[config.mk]
export PLATFORM = sky130hd
export DESIGN_NAME = dp_out_seq
export DESIGN_NICKNAME = d
export VERILOG_FILES = /design/src/rtl/dp_out_seq.sv
export SDC_FILE = /design/constraint.sdc
export NUM_CORES = 1
export LEC_CHECK = 0
export CAP_MARGIN = 40
export CORE_MARGIN = 1.5
export CORE_UTILIZATION = 52
export CTS_BUF_LIST = sky130_fd_sc_hd__clkbuf_8 sky130_fd_sc_hd__clkbuf_16
export CTS_CLUSTER_DIAMETER = 40
export DETAILED_ROUTE_END_ITERATION = 10
export PLACE_DENSITY = 0.78
export SYNTH_ARGS = -nofsm -noshare
export SYNTH_HDL_FRONTEND = slang
export SYNTH_SLANG_ARGS = --single-unit
[constraint.sdc]
create_clock -name CLK45 -period 2.5 [get_ports CLK45]
set_input_delay 0.5 -clock CLK45 [delete_from_list [all_inputs] [get_ports CLK45]]
set_output_delay 0.5 -clock CLK45 [all_outputs]
set_load 0.02 [all_outputs]
[src/rtl/dp_out_seq.sv]
// CPU-side output datapath sequencer: arbitrates register reads against
// DMA FIFO longword writes and drives the lane strobes/enables.
module dp_out_seq #(
   parameter int unsigned TERM_TIMEOUT = 255
) (
   input  logic CLK45,
   input  logic RST,
   input  logic REG_RD,
   input  logic DMA_REQ,
   input  logic PORT16,
   input  logic TERM,
   input  logic ABORT,
   output logic PAS,
   output logic S2CPU,
   output logic F2CPUL,
   output logic F2CPUH,
   output logic BRIDGEOUT,
   output logic DOEH_,
   output logic DOEL_,
   output logic BUS_START,
   output logic FIFO_ACK,
   output logic TO_ERR,
   output logic BUSY
);

   localparam int CW = $clog2(TERM_TIMEOUT + 1);
   localparam logic [CW-1:0] TT_C = CW'(TERM_TIMEOUT);

   typedef enum logic [2:0] {
      ST_IDLE,
      ST_REG,
      ST_LATCH,
      ST_W1,
      ST_W2
   } state_t;

   state_t r_state;
   state_t w_state_nxt;

   logic          r_mode16;
   logic          w_mode_nxt;
   logic [CW-1:0] r_cnt;
   logic [CW-1:0] w_cnt_nxt;
   logic [CW-1:0] w_cnt_inc;
   logic          w_timeout;
   logic          w_in_drive;
   logic          w_ack_nxt;
   logic          w_to_nxt;
   logic          w_start_nxt;

   logic w_pas;
   logic w_s2cpu;
   logic w_f2l;
   logic w_f2h;
   logic w_bridge;
   logic w_doeh_n;
   logic w_doel_n;

   // r_cnt counts completed drive cycles; the current one makes it w_cnt_inc
   assign w_cnt_inc  = r_cnt + CW'(1);
   assign w_timeout  = (w_cnt_inc == TT_C);
   assign w_in_drive = (r_state == ST_W1) || (r_state == ST_W2);
   assign w_mode_nxt = (r_state == ST_LATCH) ? PORT16 : r_mode16;

   always_comb begin
      w_state_nxt = r_state;
      w_ack_nxt   = 1'b0;
      w_to_nxt    = 1'b0;
      unique case (r_state)
         ST_IDLE: begin
            if (REG_RD)
               w_state_nxt = ST_REG;
            else if (DMA_REQ && !ABORT)
               w_state_nxt = ST_LATCH;
         end
         ST_REG: begin
            if (!REG_RD)
               w_state_nxt = ST_IDLE;
         end
         ST_LATCH: begin
            if (ABORT)
               w_state_nxt = ST_IDLE;
            else
               w_state_nxt = ST_W1;
         end
         ST_W1: begin
            if (ABORT) begin
               w_state_nxt = ST_IDLE;
            end else if (TERM) begin
               if (r_mode16) begin
                  w_state_nxt = ST_W2;
               end else begin
                  w_state_nxt = ST_IDLE;
                  w_ack_nxt   = 1'b1;
               end
            end else if (w_timeout) begin
               w_state_nxt = ST_IDLE;
               w_to_nxt    = 1'b1;
            end
         end
         ST_W2: begin
            if (ABORT) begin
               w_state_nxt = ST_IDLE;
            end else if (TERM) begin
               w_state_nxt = ST_IDLE;
               w_ack_nxt   = 1'b1;
            end else if (w_timeout) begin
               w_state_nxt = ST_IDLE;
               w_to_nxt    = 1'b1;
            end
         end
         default: w_state_nxt = ST_IDLE;
      endcase
   end

   always_comb begin
      w_start_nxt = 1'b0;
      w_cnt_nxt   = '0;
      if (w_state_nxt != r_state)
         w_start_nxt = (w_state_nxt == ST_W1) || (w_state_nxt == ST_W2);
      else if (w_in_drive)
         w_cnt_nxt = w_cnt_inc;
   end

   // Moore decode of the state being entered, so outputs leave a flop
   always_comb begin
      w_pas    = 1'b0;
      w_s2cpu  = 1'b0;
      w_f2l    = 1'b0;
      w_f2h    = 1'b0;
      w_bridge = 1'b0;
      w_doeh_n = 1'b1;
      w_doel_n = 1'b1;
      unique case (w_state_nxt)
         ST_REG: w_s2cpu = 1'b1;
         ST_LATCH: w_pas = 1'b1;
         ST_W1: begin
            w_f2h    = 1'b1;
            w_doeh_n = 1'b0;
            if (!w_mode_nxt) begin
               w_f2l    = 1'b1;
               w_doel_n = 1'b0;
            end
         end
         ST_W2: begin
            w_bridge = 1'b1;
            w_doeh_n = 1'b0;
         end
         default: ;
      endcase
   end

   always_ff @(posedge CLK45) begin
      if (RST) begin
         r_state   <= ST_IDLE;
         r_mode16  <= 1'b0;
         r_cnt     <= '0;
         PAS       <= 1'b0;
         S2CPU     <= 1'b0;
         F2CPUL    <= 1'b0;
         F2CPUH    <= 1'b0;
         BRIDGEOUT <= 1'b0;
         DOEH_     <= 1'b1;
         DOEL_     <= 1'b1;
         BUS_START <= 1'b0;
         FIFO_ACK  <= 1'b0;
         TO_ERR    <= 1'b0;
         BUSY      <= 1'b0;
      end else begin
         r_state   <= w_state_nxt;
         r_mode16  <= w_mode_nxt;
         r_cnt     <= w_cnt_nxt;
         PAS       <= w_pas;
         S2CPU     <= w_s2cpu;
         F2CPUL    <= w_f2l;
         F2CPUH    <= w_f2h;
         BRIDGEOUT <= w_bridge;
         DOEH_     <= w_doeh_n;
         DOEL_     <= w_doel_n;
         BUS_START <= w_start_nxt;
         FIFO_ACK  <= w_ack_nxt;
         TO_ERR    <= w_to_nxt;
         BUSY      <= (w_state_nxt != ST_IDLE);
      end
   end

endmodule

# After elaboration in Yosys (flattened, before gate mapping)
# Index checks and enable logic that the tools add are counted.
word_totals:
  reg_bits: 23
  latchBits: 0
  mem_bits_rw: 0
  mem_bits_ro: 0
  input_bits: 7
  output_inout_bits: 11
  word_cells: 67
  mem_count: 0
op_classes:
  addsub: 1
  n_mul: 0
  div: 0
  n_lt_le_gt_ge: 0
  n_eq_ne: 10
  n_shift: 0
  mux: 26
  bitwise_logic: 4
  reduce_logical: 12
ops:
  columns: ["op", "count"]
  rows:
  - ["two-way mux 3 bit", 9]
  - ["one-hot mux 3 bit (5 select lines)", 1]
  - ["two-way mux 1 bit", 14]
  - ["== test 3 x 2 -> 1 bit, second input constant", 4]
  - ["adder 8 x 1 -> 8 bit, second input constant", 1]
  - ["== test 8 bit, second input constant", 1]
  - ["OR reduction 2 bit", 4]
  - ["== test 3 x 1 -> 1 bit, second input constant", 2]
  - ["== test 3 bit, second input constant", 2]
  - ["NOT 1 bit", 4]
  - ["OR reduction 4 bit", 1]
  - ["logical NOT 3 bit", 1]
  - ["!= test 3 bit", 1]
  - ["nonzero test 3 bit", 1]
  - ["OR reduction 3 bit", 1]
  - ["logical OR 1 bit", 2]
  - ["two-way mux 2 bit", 1]
  - ["one-hot mux 1 bit (2 select lines)", 1]
  - ["logical AND 1 bit", 1]
  - ["logical NOT 1 bit", 1]

# Depth between registers and ports, before layout
# Gate-level depths: netlist (run 1).
logic_depth:
  depth_word: 9
  mapped_depth: 9
  depth_no_buf: 7

# Worst setup path after synthesis (run 1)
# No wires, ideal clock.
synth_path:
  path_type: "register to register"
  startpoint: "register r_cnt[0]"
  endpoint: "register BUS_START"
  setup_time_ns: 0.116
  arrival_time_ns: 1.872
  required_ns: 2.384
  slack_ns: 0.513
  path_stages_with_launch: 9
  n_path_buf: 1
  synth_period_minus_slack_ns: 1.987
  path_cell_list: "dfxtp_1 -> ha_1 -> clkbuf_1 -> nand2b_1 -> o32a_1 -> nand3_1 -> nand3_1 -> a41o_1 -> o22a_2"
synth_between:
  elab_chain_cells: 9
  elab_cells_between_ends: 14
  classes_between: "add/sub (1); eq/ne (4); mux (6); bitwise (1); reduce/logical (2)"
synth_rtl:
  columns: ["item", "line", "text"]
  rows:
  - ["from (decl)", "42", "logic [CW-1:0] r_cnt;"]
  - ["from (signal assigned)", "172", "r_cnt <= w_cnt_nxt;"]
  - ["adder 8 x 1 -> 8 bit *", "60", "assign w_cnt_inc = r_cnt + CW'(1);"]
  - ["== test 8 bit *", "61", "assign w_timeout = (w_cnt_inc == TT_C);"]
  - ["two-way mux 3 bit *", "96, 107", null]
  - ["two-way mux 3 bit (on tied branches)", "104, 89", null]
  - ["two-way mux 3 bit (on tied branches)", "102, 87", null]
  - ["one-hot mux 3 bit (5 select lines) *", "69", "unique case (r_state)"]
  - ["!= test 3 bit", "119", "if (w_state_nxt != r_state)"]
  - ["NOT 1 bit (no line)", null, null]
  - ["OR reduction 2 bit (no line)", null, null]
  - ["to (signal assigned)", "180", "BUS_START <= w_start_nxt;"]
  - ["to (decl)", "20", "output logic BUS_START,"]
# Every way passes the cells marked *; elsewhere a longest branch is shown, timed or not.
# A chain may end at the register's enable or synchronous reset.

# Worst setup path in the final report (run 1)
# Ends and elaborated chain as after synthesis.

==> results of run 1 <==
-- power breakdown --
group | internal (mW) | switching (mW) | leakage, nW
combinational | 0.0280 | 0.0347 | 0.284
clock | 0.111 | 0.109 | 0.0255
sequential | 0.371 | 0.00475 | 0.186
total | 0.510 | 0.148 | 0.496
-- through the flow --
stage | cells | setup slack [ns] | utilization, % | total power [mW] | hold slack [ns]
global placement | 172 | 0.280 | 65.8 | 0.444 | 0.499
global route | 176 | 0.106 | 68.1 | 0.681 | 0.578
floorplan | 134 | 0.513 | - | 0.421 | 0.477
detailed placement | 172 | 0.180 | 65.8 | 0.446 | 0.517
CTS | 176 | 0.274 | 68.1 | 0.662 | 0.523
finish | 176 | 0.277 | 68.1 | 0.658 | 0.530
-- layout make-up --
cell class                      instances  area [sq um]  share of cell area, %
Tap cell                               27          33.8                   2.45
Multi-Input combinational cell         99           641                   46.5
Timing Repair Buffer                   18           178                   12.9
Clock inverter                          1          5.00                  0.363
Inverter                                5          18.8                   1.36
Clock buffer                            3          41.3                   3.00
Sequential cell                        23           460                   33.4
-- state kept, by name, summed over array words and instances, names as in the netlist --
register,cells
BRIDGEOUT,1
BUSY,1
BUS_START,1
DOEH_,1
DOEL_,1
F2CPUH,1
F2CPUL,1
FIFO_ACK,1
PAS,1
S2CPU,1
TO_ERR,1
r_cnt,8
r_mode16,1
r_state,3
-- cells by family after synthesis --
family | Yosys count | share of synthesized area [%]
compound gates | 24 | 16.1
xor+xnor | 8 | 6.10
fa+ha+maj | 2 | 2.18
buf+inv | 12 | 4.14
flops | 23 | 40.1
mux | 2 | 1.85
simple gates | 63 | 29.5
-- worst reg2reg max path, cell delays in order (launching register included) --
cell     delay (ns)
dfxtp_1        0.48
nand2_1        0.17
xor2_1         0.17
o31ai_1        0.52
a31oi_4        0.21
a21oi_2        0.41
o22a_2         0.22
-- metal layers --
layer  track usage, %  routed length (um)  vias up
met4             3.24                   0        0
li1                 -                   -      508
met5                0                   0        -
met1             26.9                1090      474
met2             33.6                1090       30
met3             5.45                 106        0
-- path summary, 6_finish.rpt --
path | cells past startpoint | slack [ns] | startpoint | end
worst max-delay path | 6 | 0.28 | r_cnt[0] | BUS_START
worst min-delay path | 2 | 0.53 | r_mode16 | r_mode16
worst max register to register | 6 | 0.28 | r_cnt[0] | BUS_START
worst min register to register | 2 | 0.53 | r_mode16 | r_mode16
-- placed cells by master, fill, tap and decap left out, types with 2 or more instances in the layout --
cell type,synthesis,routed
nand2_1,10,10
nor3_1,5,5
clkdlybuf4s50_1,0,17
a21oi_2,2,2
inv_1,5,5
nor2_1,15,15
clkbuf_8,0,3
dfxtp_1,23,23
a41o_1,2,2
o21ai_0,2,2
nand3_1,4,4
nor4_1,8,8
nand4_1,3,3
nor2b_1,3,3
nor3b_1,2,2
xnor2_1,5,5
ha_1,2,2
xor2_1,3,3
a21oi_1,7,7
nand2b_1,3,3
or2_2,3,3
==> results.tsv, run 1 <==
stage	metric	value	unit
critical_path	worstPathRequired	2.71	ns
clock_tree	cts_resized	0	
sta	slew_headroom	62.1	%
clock_tree	cts-buffers-inserted	3	
global_routing	grt_first_pass_wirelength	3.93	mm
clock_tree	htree_levels	1	
critical_path	endpoint_kind	register	
cells_and_area	stdcell_area	0.00138	sq mm
floorplanning	die_width	50	um
critical_path	path_cells	nand2_1 > xor2_1 > o31ai_1 > a31oi_4 > a21oi_2 > o22a_2	
sta	setup_tns	0	ns
detailed_routing	dr.first_iter.drc_count	32	
critical_path	cp_slowest_stage_delay	0.51	ns
detailed_routing	num_vias	1012	
logic_synthesis	yosysWarnings	0	
critical_path	arrival	2.44	ns
global_routing	overflow	0	
logic_synthesis	syn_inst	134	
critical_path	path_buf_inv	0	
outcome	status	completed	
floorplanning	fp.coreArea	0.00202	sq mm
critical_path	start_kind	register	
clock_tree	clk_pin_slew	0.08	ns
logic_synthesis	yosysMostFrequentCell	dfxtp_1	
placed_design	io_buffers	17	
clock_tree	clock-root-buffer	clkbuf_8	
cells_and_area	fill_cells	180	
floorplanning	start_util	56.8	%
pwr	leakage	0.496	nW
detailed_routing	first_pass_iters	6	
logic_synthesis	synth.area.top_cells	dfxtp_1 40%, nor2_1 4.9%, nor4_1 4.4%	
clock_tree	cts_tree	built	
critical_path	crit_type	reg -> reg	
logic_synthesis	ys_async_sr_fraction	0	%
global_routing	grt_max_degree	14	
logic_synthesis	synth_seq_area_share	40.1	%
critical_path	worstPathMaxFanout	9	
sta	fin_crit	2.22	ns
detailed_routing	wl_per_cell	13.0	um
logic_synthesis	synth_edf_count	0	
clock_tree	clock_latency	0.26	ns
logic_synthesis	ys.flop_type	dfxtp_1	
clock_tree	cts_buffer_depth	2	
logic_synthesis	synth_nets	143	
sta	hold_viol	0	
sta	tightest_slew	0.564	ns
global_routing	grt_pass1_vias	920	
pwr	powerDensity	478	mW/mm^2
cells_and_area	final_nets	159	
sta	fin_skew	0.00462	ns
critical_path	crit_path_top_delay_cell	o31ai_1	
global_routing	track_usage	20.4	%
floorplanning	die_area	0.00250	sq mm
placed_design	place_area	0.00133	sq mm
logic_synthesis	syn_area	0.00115	sq mm
clock_tree	cts_hold_buffers	0	
logic_synthesis	synth.avg_cell_area	8.57	sq um
min_path	worstHoldPathType	reg -> reg	
logic_synthesis	synth_commonest_cells	23 x dfxtp_1, 15 x nor2_1, 10 x nand2_1	
sta	fin_crit_sh	88.9	%
detailed_routing	vias_per_cell	5.75	
floorplanning	rows	16	
floorplanning	io_pins	18	
pwr	ir_drop	0.000512	V
sta	rsz0062_at_grt	false	
cells_and_area	antennaDiodeCount	0	
detailed_routing	drc_errors	0	
sta	slew_violations	0	
placed_design	hpwl	1.73	mm
placed_design	gp_congestion	0.830	
critical_path	cp_top_family	compound AO/OA/AOI/OAI gates	
cells_and_area	drive_gt1_share	10.7	%
detailed_routing	wl	2.29	mm
logic_synthesis	synth_cell_types	41	
floorplanning	die_y	50	um
detailed_routing	drtAntennaViolNets	0	
clock_tree	clkSinkCount	23	
logic_synthesis	yosys.area.top_type	dfxtp_1	
sta	max_freq	0.450	GHz
global_routing	antenna_found_initial	0	
logic_synthesis	ys_ff_latch	23	
logic_synthesis	synth_top_area_share	40.1	%
cells_and_area	area_delta_synth_final	19.9	%
flow_run	maxCapViolCount	0	
clock_tree	post_cts_buffers	0	
sta	setup_viol	0	
(Power assumes the default switching activity.)
==> run 2, diff against run 1 <==
--- a/config.mk
+++ b/config.mk
@@ -5,13 +5,14 @@
 export SDC_FILE = /design/constraint.sdc
 export NUM_CORES = 1
 export LEC_CHECK = 0
+export ABC_AREA = 1
 export CAP_MARGIN = 40
 export CORE_MARGIN = 1.5
-export CORE_UTILIZATION = 52
+export CORE_UTILIZATION = 40
 export CTS_BUF_LIST = sky130_fd_sc_hd__clkbuf_8 sky130_fd_sc_hd__clkbuf_16
 export CTS_CLUSTER_DIAMETER = 40
 export DETAILED_ROUTE_END_ITERATION = 10
-export PLACE_DENSITY = 0.78
+export PLACE_DENSITY = 0.63
 export SYNTH_ARGS = -nofsm -noshare
 export SYNTH_HDL_FRONTEND = slang
 export SYNTH_SLANG_ARGS = --single-unit
==> run 2 against run 1 <==
  * Non-clock buffer count is 1 lower
  * Synthesized area is 10% lower
  * Via count is 14% lower
  * Critical path type unchanged
  * Largest cell class is now sequential cells
  * Largest power group unchanged
==> results.tsv, run 2 <==
stage	metric	value	unit
detailed_routing	vias_per_cell	4.55	
detailed_routing	first_pass_iters	4	
floorplanning	die_width	53.7	um
min_path	hold_start	r_mode16	
floorplanning	rows	18	
placed_design	io_buffers	17	
sta	rsz0062_at_grt	false	
pwr	ir_drop	0.000496	V
logic_synthesis	synth_commonest_cells	30 x nand2_1, 28 x inv_1, 23 x dfxtp_1	
detailed_routing	wl_per_cell	9.54	um
pwr	clkPwrFrac	34.4	%
global_routing	track_usage	14.5	%
clock_tree	cts_tree	built	
cells_and_area	antennaDiodeCount	0	
logic_synthesis	synth_nets	149	
clock_tree	clock_latency	0.26	ns
clock_tree	clkSinkCount	23	
logic_synthesis	synth_cell_types	24	
detailed_routing	wl	1.82	mm
pwr	powerDensity	513	mW/mm^2
clock_tree	cts_buffer_depth	2	
clock_tree	cts-buffers-inserted	3	
critical_path	endpoint_kind	register	
critical_path	worstPathRequired	2.66	ns
clock_tree	post_cts_buffers	0	
logic_synthesis	yosys.area.top_type	dfxtp_1	
sta	slew_headroom	78.0	%
outcome	status	completed	
sta	tightest_slew	0.328	ns
logic_synthesis	synth_seq_area_share	44.7	%
clock_tree	htree_levels	1	
global_routing	grt_first_pass_wirelength	3.05	mm
sta	fin_crit_sh	78.2	%
pwr	p_int	0.510	mW
logic_synthesis	syn_area	0.00103	sq mm
logic_synthesis	yosysMostFrequentCell	nand2_1	
sta	fin_skew	0.000833	ns
min_path	worstHoldPathType	reg -> reg	
cells_and_area	top_regs	r_cnt: 8 flops, r_state: 3 flops	
detailed_routing	dr.first_iter.drc_count	3	
global_routing	grt_max_degree	14	
logic_synthesis	yosysWarnings	0	
floorplanning	die_y	53.7	um
clock_tree	clk_pin_slew	0.08	ns
floorplanning	fp.coreArea	0.00245	sq mm
sta	max_freq	0.512	GHz
critical_path	ff2ff_path_depth	12	
clock_tree	cts_resized	0	
cells_and_area	seqCellArea	460	sq um
sta	setup_ws	0.546	ns
critical_path	reg2reg_slack	0.55	ns
logic_synthesis	synth_edf_count	0	
critical_path	r2r-start	r_cnt[0]	
detailed_routing	drtAntennaViolNets	0	
cells_and_area	utilization	52.3	%
sta	setup_tns	0	ns
cells_and_area	drive_gt1_share	9.94	%
cells_and_area	area_delta_synth_final	24.7	%
sta	fin_crit	1.95	ns
logic_synthesis	syn_inst	140	
floorplanning	start_util	41.9	%
cells_and_area	layout_commonest_cell	nand2_1	
placed_design	gp_congestion	0.893	
global_routing	grt_pass1_vias	788	
flow_run	maxCapViolCount	0	
pwr	power_frac_seq	57.2	%
cells_and_area	largest-register	r_cnt	
cells_and_area	stdcell_area	0.00128	sq mm
critical_path	arrival	2.12	ns
placed_design	place_area	0.00124	sq mm
critical_path	start_kind	register	
pwr	switchingPower	0.148	mW
logic_synthesis	synth.avg_cell_area	7.36	sq um
cells_and_area	mostFrequentLayoutCells	30 x nand2_1, 28 x inv_1, 23 x dfxtp_1	
cells_and_area	final_nets	171	
cells_and_area	multi_input_area	460	sq um
sta	setup_viol	0	
pwr	swShare	22.5	%
floorplanning	io_pins	18	
cells_and_area	largest_reg_flops	8	
critical_path	worstPathMaxFanout	8	
logic_synthesis	ys_ff_latch	23	
logic_synthesis	ys.flop_type	dfxtp_1	
floorplanning	die_area	0.00289	sq mm
sta	hold_slack	0.457	ns
placed_design	hpwl	1.52	mm
critical_path	r2r_end	r_cnt[6]	
clock_tree	clock-root-buffer	clkbuf_8	
sta	hold_viol	0	
sta	slew_violations	0	
clock_tree	cts_hold_buffers	0	
pwr	combPwrFrac	8.4	%
cells_and_area	fill_cells	244	
logic_synthesis	synth_top_area_share	44.7	%
min_path	whs_endpoint	FIFO_ACK	
placed_design	pre_cts_slack	0.502	ns
min_path	hold_depth	1	
critical_path	crit_type	reg -> reg	
pwr	leakage	0.550	nW
detailed_routing	drc_errors	0	
detailed_routing	num_vias	870	
global_routing	overflow	0	
logic_synthesis	synth.area.top_cells	dfxtp_1 45%, nand2_1 11%, inv_1 10%	
logic_synthesis	ys_async_sr_fraction	0	%
global_routing	antenna_found_initial	0	
[run 2: cell types whose count changed in the layout (fill, tap and decap cells not counted), moves of 5 or more]
cell	previous run	this run
a21oi_1	7	2
inv_1	5	28
nand2_1	10	30
nand3_1	4	9
nor4_1	8	1
xnor2_1	5	0
[run 2: logic make-up after synthesis]
logic type	share of synthesized area [%]
AND/OR/NAND/NOR	34.5
buffers and inverters	10.6
flip-flops	44.7
AO/OA/AOI/OAI	7.78
adder cells (fa/ha/maj)	2.43
[run 2: worst max-delay path by stage]
stage | start | to | slack [ns] | depth (start not counted)
after floorplan | r_cnt[0] | r_cnt[2] | 0.80 | 12
after global placement | ABORT | r_cnt[2] | 0.53 | 10
after detailed placement | ABORT | r_cnt[3] | 0.50 | 10
after CTS | r_cnt[0] | r_cnt[3] | 0.53 | 12
after global routing | r_cnt[0] | r_cnt[3] | 0.35 | 11
final | r_cnt[0] | r_cnt[6] | 0.55 | 12
[run 2: area by class of cell]
type                            instances  share of cell area (%)
Clock inverter                          1                   0.390
Inverter                               29                    8.48
Timing Repair Buffer                   17                    13.3
Clock buffer                            3                    3.22
Sequential cell                        23                    35.9
Multi-Input combinational cell         88                    35.9
Tap cell                               30                    2.92
[run 2: worst max-delay path: stages (launching register included)]
cell	delay (ns)
dfxtp_1	0.43
ha_1	0.25
nand3_1	0.14
o21bai_1	0.16
nand2_1	0.12
nor2_1	0.14
nand2_2	0.10
nand2_4	0.10
nand2_1	0.07
nand2_1	0.08
nand2_2	0.07
nand4_4	0.14
nor2_1	0.05
[run 2: per-layer routing]
layer	up-vias	track usage, %	wire length (um)
met3	2	2.78	40
met4	0	7.26	25
li1	476	-	-
met2	9	26.6	946
met5	-	0	0
met1	383	15.7	811
[run 2: power groups by stage]
stage                     sequential (mW)  clock (mW)  combinational, mW
after floorplan                     0.390           0             0.0261
after global placement              0.385           0             0.0558
after detailed placement            0.385           0             0.0561
after CTS                           0.376       0.229             0.0563
after global routing                0.377       0.240             0.0618
final                               0.376       0.226             0.0556
[run 2: per-stage QoR]
step | power (mW) | cells
finish | 0.658 | 191
global route | 0.679 | 191
CTS | 0.662 | 191
detailed placement | 0.441 | 187
global placement | 0.440 | 187
floorplan | 0.416 | 140
